<file path="src/rtl/i2s_rx.sv">
// I2S receiver: deserialises one left+right frame after each lrclk high-to-low edge.
// Optional macro I2S_RX_FRAME_CHECK_EN adds a frame_err pulse on aborted frames.
module i2s_rx #(
  parameter int BITSIZE = 24
) (
  input  logic               sclk,
  input  logic               rst,
  input  logic               lrclk,
  input  logic               sdata,
  output logic [BITSIZE-1:0] left_chan,
  output logic [BITSIZE-1:0] right_chan,
  output logic               valid,
`ifdef I2S_RX_FRAME_CHECK_EN
  output logic               frame_err,
`endif
  output logic [1:0]         dbg_state
);
  localparam int FRAME = 2 * BITSIZE;
  localparam int CW    = $clog2(FRAME + 1);

  typedef enum logic [1:0] {IDLE, ARMED, SHIFT, HOLD} state_e;

  state_e             state_q, state_d;
  logic [CW-1:0]      cnt_q, cnt_d;
  logic [FRAME-1:0]   shift_q, shift_d;
  logic [FRAME-1:0]   word;
  logic [BITSIZE-1:0] left_q, left_d, right_q, right_d;
  logic               valid_q, valid_d;
`ifdef I2S_RX_FRAME_CHECK_EN
  logic               err_q, err_d;
`endif

  // Register contents with the current bit appended; the first frame bit ends up at the MSB.
  assign word = {shift_q[FRAME-2:0], sdata};

  always_comb begin
    state_d = state_q;
    cnt_d   = cnt_q;
    shift_d = shift_q;
    left_d  = left_q;
    right_d = right_q;
    valid_d = 1'b0;
`ifdef I2S_RX_FRAME_CHECK_EN
    err_d   = 1'b0;
`endif
    case (state_q)
      IDLE, HOLD: begin
        if (lrclk) state_d = ARMED;
      end
      ARMED: begin
        if (!lrclk) begin
          state_d = SHIFT;
          shift_d = word;
          cnt_d   = CW'(1);
        end
      end
      SHIFT: begin
        if (lrclk) begin
          state_d = ARMED;
`ifdef I2S_RX_FRAME_CHECK_EN
          err_d   = 1'b1;
`endif
        end else begin
          shift_d = word;
          cnt_d   = cnt_q + CW'(1);
          if (cnt_q == CW'(FRAME - 1)) begin
            left_d  = word[FRAME-1:BITSIZE];
            right_d = word[BITSIZE-1:0];
            valid_d = 1'b1;
            state_d = HOLD;
          end
        end
      end
      default: state_d = IDLE;
    endcase
  end

  always_ff @(posedge sclk) begin
    if (rst) begin
      state_q <= IDLE;
      cnt_q   <= '0;
      shift_q <= '0;
      left_q  <= '0;
      right_q <= '0;
      valid_q <= 1'b0;
`ifdef I2S_RX_FRAME_CHECK_EN
      err_q   <= 1'b0;
`endif
    end else begin
      state_q <= state_d;
      cnt_q   <= cnt_d;
      shift_q <= shift_d;
      left_q  <= left_d;
      right_q <= right_d;
      valid_q <= valid_d;
`ifdef I2S_RX_FRAME_CHECK_EN
      err_q   <= err_d;
`endif
    end
  end

  assign left_chan  = left_q;
  assign right_chan = right_q;
  assign valid      = valid_q;
  assign dbg_state  = state_q;
`ifdef I2S_RX_FRAME_CHECK_EN
  assign frame_err  = err_q;
`endif
endmodule

</file>
<file path="config.mk">
export PLATFORM = sky130hd
export DESIGN_NAME = i2s_rx
export DESIGN_NICKNAME = d
export VERILOG_FILES = /design/src/rtl/i2s_rx.sv
export SDC_FILE = /design/constraint.sdc
export NUM_CORES = 1
export LEC_CHECK = 0
export ABC_CLOCK_PERIOD_IN_PS = 2100
export CORE_ASPECT_RATIO = 0.75
export CORE_MARGIN = 10
export CORE_UTILIZATION = 50
export DETAILED_ROUTE_END_ITERATION = 16
export GPL_TIMING_DRIVEN = 0
export PLACE_DENSITY = 0.74
export SLEW_MARGIN = 25
export SYNTH_ARGS = -nofsm -noshare
export SYNTH_HDL_FRONTEND = slang
export SYNTH_SLANG_ARGS = --single-unit
export TNS_END_PERCENT = 10
</file>
<file path="constraint.sdc">
create_clock -name sclk -period 2.1 [get_ports sclk]
set_input_delay 0.315 -clock sclk [delete_from_list [all_inputs] [get_ports sclk]]
set_output_delay 0.315 -clock sclk [all_outputs]
set_load 0.02 [all_outputs]
</file>
==> impl_metrics.tcl, run 1 <==
set metrics [dict create \
    outcome "complete, no violations" \
    chipHeight_um 97 \
    hp-start "rst" \
    cts-root-buf "clkbuf_8" \
    cts_buffer_depth 2 \
    synth_edf_count 0 \
    grt_util_all_layers 0.1562 \
    crit_required_ns 2.39 \
    finalClockSkew_ns 0.01035 \
    multi_input_comb_area_sq_um 1619 \
    synth_compound_area_frac 0.2020 \
    hold_end "dbg_state[1]" \
    yosysTopAreaCellShare 0.5267 \
    yosys_warnings 0 \
    power_density_nw_per_um2 714.6 \
    final_cell_mix "dfxtp_1, a21oi_1, nand2_1, clkdlybuf4s50_1, nand3_1" \
    nFillCells 692 \
    cts_hold_buf 0 \
    irDropWorstVdd_uv 321.2 \
    yosys_most_used_dff "dfxtp_1" \
    fin_crit_sh 0.8623 \
    fin_crit_ns 1.811 \
    ios 55 \
    core_area_sq_um 7500 \
    place_hpwl_um 6496 \
    layout-drive-gt1-share 0.08015 \
    path_depth 7 \
    num_antenna_cells 0 \
    dieArea_sq_um 11900 \
    seq_area_sq_um 2082 \
    max_stage_delay_ns 0.38 \
    ys_ff_latch 104 \
    r2r_cells 7 \
    drtAntennaViolNets 0 \
    rsz0062_at_grt "no" \
    async_flop_share 0 \
    drt-total-wl_um 9237 \
    syn_nets 488 \
    synth_top_area_cell "dfxtp_1" \
    grt_overflow_total 0 \
    h-tree-depth 3 \
    drv_slew 0 \
    grt_pass1_vias 3264 \
    grt_pass1_wl_um 15570 \
    hold-path-cell-count 3 \
    clock_latency_ns 0.36 \
    synth_top_family_by_area "compound AO/OA/AOI/OAI gates" \
    pre_cts_slack_ns 0.1405 \
    r2r_slack_ns 0.29 \
    crit_type "reg -> reg" \
    initial_core_util 0.5270 \
    cp_slowest_cell "dfxtp_1" \
    portBuffers 53 \
    rows 27 \
    p_leak_nw 1.526 \
    path_clk_slew_ns 0.09 \
    finish.utilization 0.6388 \
    rr_endpoint "left_chan[5]" \
    post_cts_buffers 0 \
    synthCells 481 \
    worst_pin_slew_ns 0.4988 \
    hold_violations 0 \
    relSlewSlack 0.6675 \
    r2r_start "dbg_state[0]" \
    start_kind "flop" \
    antenna_found_initial 0 \
    dr.pass1.iters 4 \
    synth_mux_area_frac 0.008230 \
    drtIter0Drc 239 \
    cts_buffers 9 \
    vias_per_cell 5.368 \
    clock-sinks 104 \
    crit_buf_inv 3 \
    avgSynthCellArea_sq_um 8.217 \
    seq_area_frac_synth 0.5267 \
    crit_chain "inv_1 -> ha_1 -> nand4bb_2 -> buf_6 -> clkbuf_1 -> o21ai_0 -> a21oi_1" \
    worstPathArrival_ns 2.10 \
    grt_max_degree 17 \
    path_max_fanout 10 \
    setup_slack_ns 0.2891 \
    cts_resized 0 \
    maxCapViolCount 0 \
    yosysUniqueCellTypes 33 \
    fmax_mhz 552.2 \
    setup_viol 0 \
    synth-simple-area-share 0.1899 \
    fin_tns_setup_ns 0 \
    drc_errors 0 \
    cts_tree "built" \
    place.gp.congestion 0.7997 \
    synth-xor-area-share 0 \
    synth_adder_area_share 0.009497 \
    end_kind "flop" \
    area_delta_synth_final_pct 21.21 \
    cp_top_family "buffers and inverters" \
    hp-class "in -> reg" \
    synth.area.top_cells "dfxtp_1, a21oi_1, nand2_1, nand3_1, o21ai_0" \
    final_common_cell "dfxtp_1" \
    post_drt_wl_per_cell_um 14.21 \
    dieWidth_um 122.7 \
    final_nets 552 \
    vias 3489 \
    synth_area_sq_um 3953 \
]
-- routing by layer --
| metal | track usage | vias to the layer above | routed length (um) |
|---|---|---|---|
| met4 | 0.05296 | 0 | 111 |
| met5 | 0 | - | 0 |
| li1 | - | 1762 | - |
| met3 | 0.05156 | 11 | 715 |
| met2 | 0.2360 | 82 | 4192 |
| met1 | 0.2032 | 1634 | 4217 |
-- worst register-to-register path, cell delays in order (launching register included) --
cell and delay, ns:
dfxtp_1 0.38, inv_1 0.07, ha_1 0.31, nand4bb_2 0.19
buf_6 0.16, clkbuf_1 0.34, o21ai_0 0.14, a21oi_1 0.17
-- stage by stage --
| step | hold slack, ns | std cells | total power [W] | area (sq um) |
|---|---|---|---|---|
| after CTS | 0.3265 | 650 | 0.003450 | 4791 |
| after floorplan | 0.4366 | 481 | 0.002241 | 3953 |
| after global routing | 0.3659 | 650 | 0.003557 | 4791 |
| after global placement | 0.4455 | 635 | 0.002322 | 4609 |
| final | 0.3337 | 650 | 0.003423 | 4791 |
| after detailed placement | 0.4561 | 635 | 0.002323 | 4609 |
-- power breakdown --
part / switching [W] / internal [W] / total, W
Clock: 0.000653 / 0.000492 / 0.00115
Combinational: 0.000197 / 0.0000874 / 0.000284
Sequential: 0.0000111 / 0.00198 / 0.00199
-- worst max-delay path by stage --
stage,from,end
3_5_place_dp,lrclk,left_chan[5]
4_1_cts,dbg_state[0],shift_q[12]
2_1_floorplan,dbg_state[0],shift_q[14]
3_3_place_gp,lrclk,left_chan[13]
5_1_grt,dbg_state[0],left_chan[4]
6_report,dbg_state[0],left_chan[5]
-- final cells by class --
| cell class | count | share of cell area |
|---|---|---|
| buffer | 44 | 0.04858 |
| clock buffer | 11 | 0.03160 |
| clock inverter | 4 | 0.006268 |
| inverter | 5 | 0.003917 |
| multi-input combinational | 328 | 0.3379 |
| sequential | 104 | 0.4346 |
| tap | 101 | 0.02638 |
| timing repair buffer | 53 | 0.1107 |
-- kinds of logic after synthesis --
family / Yosys count
DFF: 104
muxes: 3
and+or+nand+nor: 167
adders and majority gates: 3
AOI/OAI and AO/OA: 155
buffers and inverters: 49
-- cells in the mapped netlist, types with 2 or more instances --
master and number:
a21oi_1 99, buf_2 14, buf_4 3, buf_6 5
clkbuf_1 21, dfxtp_1 104, ha_1 3, inv_1 5
mux2_2 2, nand2_1 95, nand3_1 50, nor2_1 6
nor2b_1 2, nor3_1 3, o211ai_1 2, o21ai_0 45
o21ai_1 5, or3_1 2
-- state kept, by name, indices dropped and copies added, names as in the netlist --
name	flops
left_chan	24
dbg_state	2
shift_q	47
valid	1
cnt_q	6
right_chan	24
No activity file was read; power rests on OpenSTA's default activity.
==> run 2, diff against run 1 <==
--- a/config.mk
+++ b/config.mk
@@ -12,6 +12,7 @@
 export DETAILED_ROUTE_END_ITERATION = 16
 export GPL_TIMING_DRIVEN = 0
 export PLACE_DENSITY = 0.74
+export SETUP_SLACK_MARGIN = 0.4
 export SLEW_MARGIN = 25
 export SYNTH_ARGS = -nofsm -noshare
 export SYNTH_HDL_FRONTEND = slang
==> run 2 against run 1 <==
- combinational power is 7.7% higher
- worst hold slack worse by 0.015 ns
- core utilization is 0.17 points higher
- first-iteration DRC count is 8.4% lower
- global-route usage is 0.088 points higher
- register-to-register slack better by 0.12 ns
- worst setup slack better by 0.12 ns
- clock skew is 0.00092 ns lower
- critical endpoint is now dbg_state[0]
- sequential power hardly changed
- critical path depth is 2 lower
- via count is 0.40% lower
==> impl_metrics.tcl, run 2 (synthesis results as in run 1) <==
set metrics [dict create \
    outcome "complete, no violations" \
    worstPathArrival_ns 1.95 \
    rsz0062_at_grt "yes" \
    drtAntennaViolNets 0 \
    hp-class "in -> reg" \
    final_common_cell "dfxtp_1" \
    portBuffers 53 \
    setup_viol 0 \
    chipHeight_um 97 \
    drt-total-wl_um 9320 \
    clock_latency_ns 0.37 \
    fmax_mhz 590.8 \
    maxCapViolCount 0 \
    largest_register_ffs 47 \
    start_kind "flop" \
    r2r_slack_ns 0.41 \
    post_drt_wl_per_cell_um 14.34 \
    drv_slew 0 \
    place_hpwl_um 6594 \
    worst_hold_slack_ns 0.3185 \
    dr.pass1.iters 5 \
    worst_pin_slew_ns 0.5440 \
    finish.utilization 0.6405 \
    vias_per_cell 5.346 \
    crit_buf_inv 1 \
    final_nets 552 \
    power_density_nw_per_um2 706.5 \
    ios 55 \
    dieArea_sq_um 11900 \
    final_cell_mix "dfxtp_1, a21oi_1, nand2_1, clkdlybuf4s50_1, nand3_1" \
    clock-sinks 104 \
    antenna_found_initial 0 \
    path_max_fanout 5 \
    h-tree-depth 3 \
    layout-drive-gt1-share 0.08197 \
    place.gp.congestion 0.7889 \
    cts_tree "built" \
    cts-root-buf "clkbuf_8" \
    top_register "shift_q" \
    fin_crit_ns 1.693 \
    relSlewSlack 0.6373 \
    cts_buffer_depth 2 \
    crit_required_ns 2.36 \
    num_antenna_cells 0 \
    finalClockSkew_ns 0.009429 \
    drtIter0Drc 219 \
    grt_overflow_total 0 \
    max_stage_delay_ns 0.37 \
    end_kind "flop" \
    grt_util_all_layers 0.1571 \
    grt_pass1_vias 3247 \
    fin_crit_sh 0.8061 \
    cts_buffers 9 \
    hold_violations 0 \
    vias 3475 \
    core_area_sq_um 7500 \
    drc_errors 0 \
    grt_max_degree 17 \
    path_clk_slew_ns 0.10 \
    post_cts_buffers 0 \
    irDropWorstVdd_uv 461.5 \
    rows 27 \
    cp_slowest_cell "mux2_2" \
    area_delta_synth_final_pct 21.53 \
    grt_pass1_wl_um 15640 \
    cp_top_family "multiplexers" \
    cts_hold_buf 0 \
    p_leak_nw 1.534 \
    finalPower_w 0.003394 \
    dieWidth_um 122.7 \
    fin_tns_setup_ns 0 \
    crit_chain "ha_1 -> and3_1 -> buf_4 -> a221oi_2 -> mux2_2" \
    initial_core_util 0.5270 \
    crit_type "reg -> reg" \
]
## run 2: changes by cell type in the layout (fill, tap and decap cells not counted), sizes merged
cell,delta
clkinv,-1
clkdlybuf4s50,-1
buf,-2
clkbuf,+2
clkinvlp,+1
dlymetal6s2s,+1
## run 2: worst paths after layout
check                    from           end  depth (start not counted)
hold reg to reg   shift_q[22]   shift_q[23]                          2
setup / recovery     cnt_q[0]  dbg_state[0]                          5
hold / removal            rst  dbg_state[1]                          3
setup reg to reg     cnt_q[0]  dbg_state[0]                          5
## run 2: power by group
part           switching (W)  internal (W)  total, W  leakage, nW
combinational       0.000201      0.000104  0.000306        0.621
clock               0.000662      0.000430   0.00109       0.0756
sequential         0.0000115       0.00198   0.00200        0.838
total               0.000875       0.00252   0.00339         1.53
## run 2: timing repair
action | 4_1_cts | 5_1_grt
resized for setup | 2 | 14
pin swaps | 0 | 0
gates cloned | 0 | 0
endpoints found under the setup margin | 42 | 66
## run 2: per-layer routing
layer | global-route usage | share of wire | vias up
li1 | - | - | 1768
met1 | 0.2056 | 0.47 | 1617
met2 | 0.2401 | 0.45 | 82
met3 | 0.05852 | 0.071 | 8
met4 | 0.03321 | 0.0084 | 0
met5 | 0 | 0 | -
## run 2: worst min-delay path: stages
cell and delay (ns):
buf_2 0.14, nand2b_1 0.12, mux2i_1 0.07
## run 2: layout make-up
type / count / area [sq um]
tap: 101 / 126.4
multi-input combinational: 328 / 1632
timing repair buffer: 53 / 533.0
sequential: 104 / 2083
inverter: 5 / 18.77
buffer: 44 / 246.5
clock inverter: 4 / 32.53
clock buffer: 11 / 131.4
fill: 690 / 2696
## run 2: per-stage QoR
stage | instance area [sq um] | worst slack, ns | instances
floorplan | 3954 | 0.4437 | 481
global placement | 4611 | 0.1390 | 635
detailed placement | 4611 | 0.09205 | 635
CTS | 4777 | 0.3727 | 650
global route | 4803 | 0.3196 | 650
finish | 4803 | 0.4073 | 650
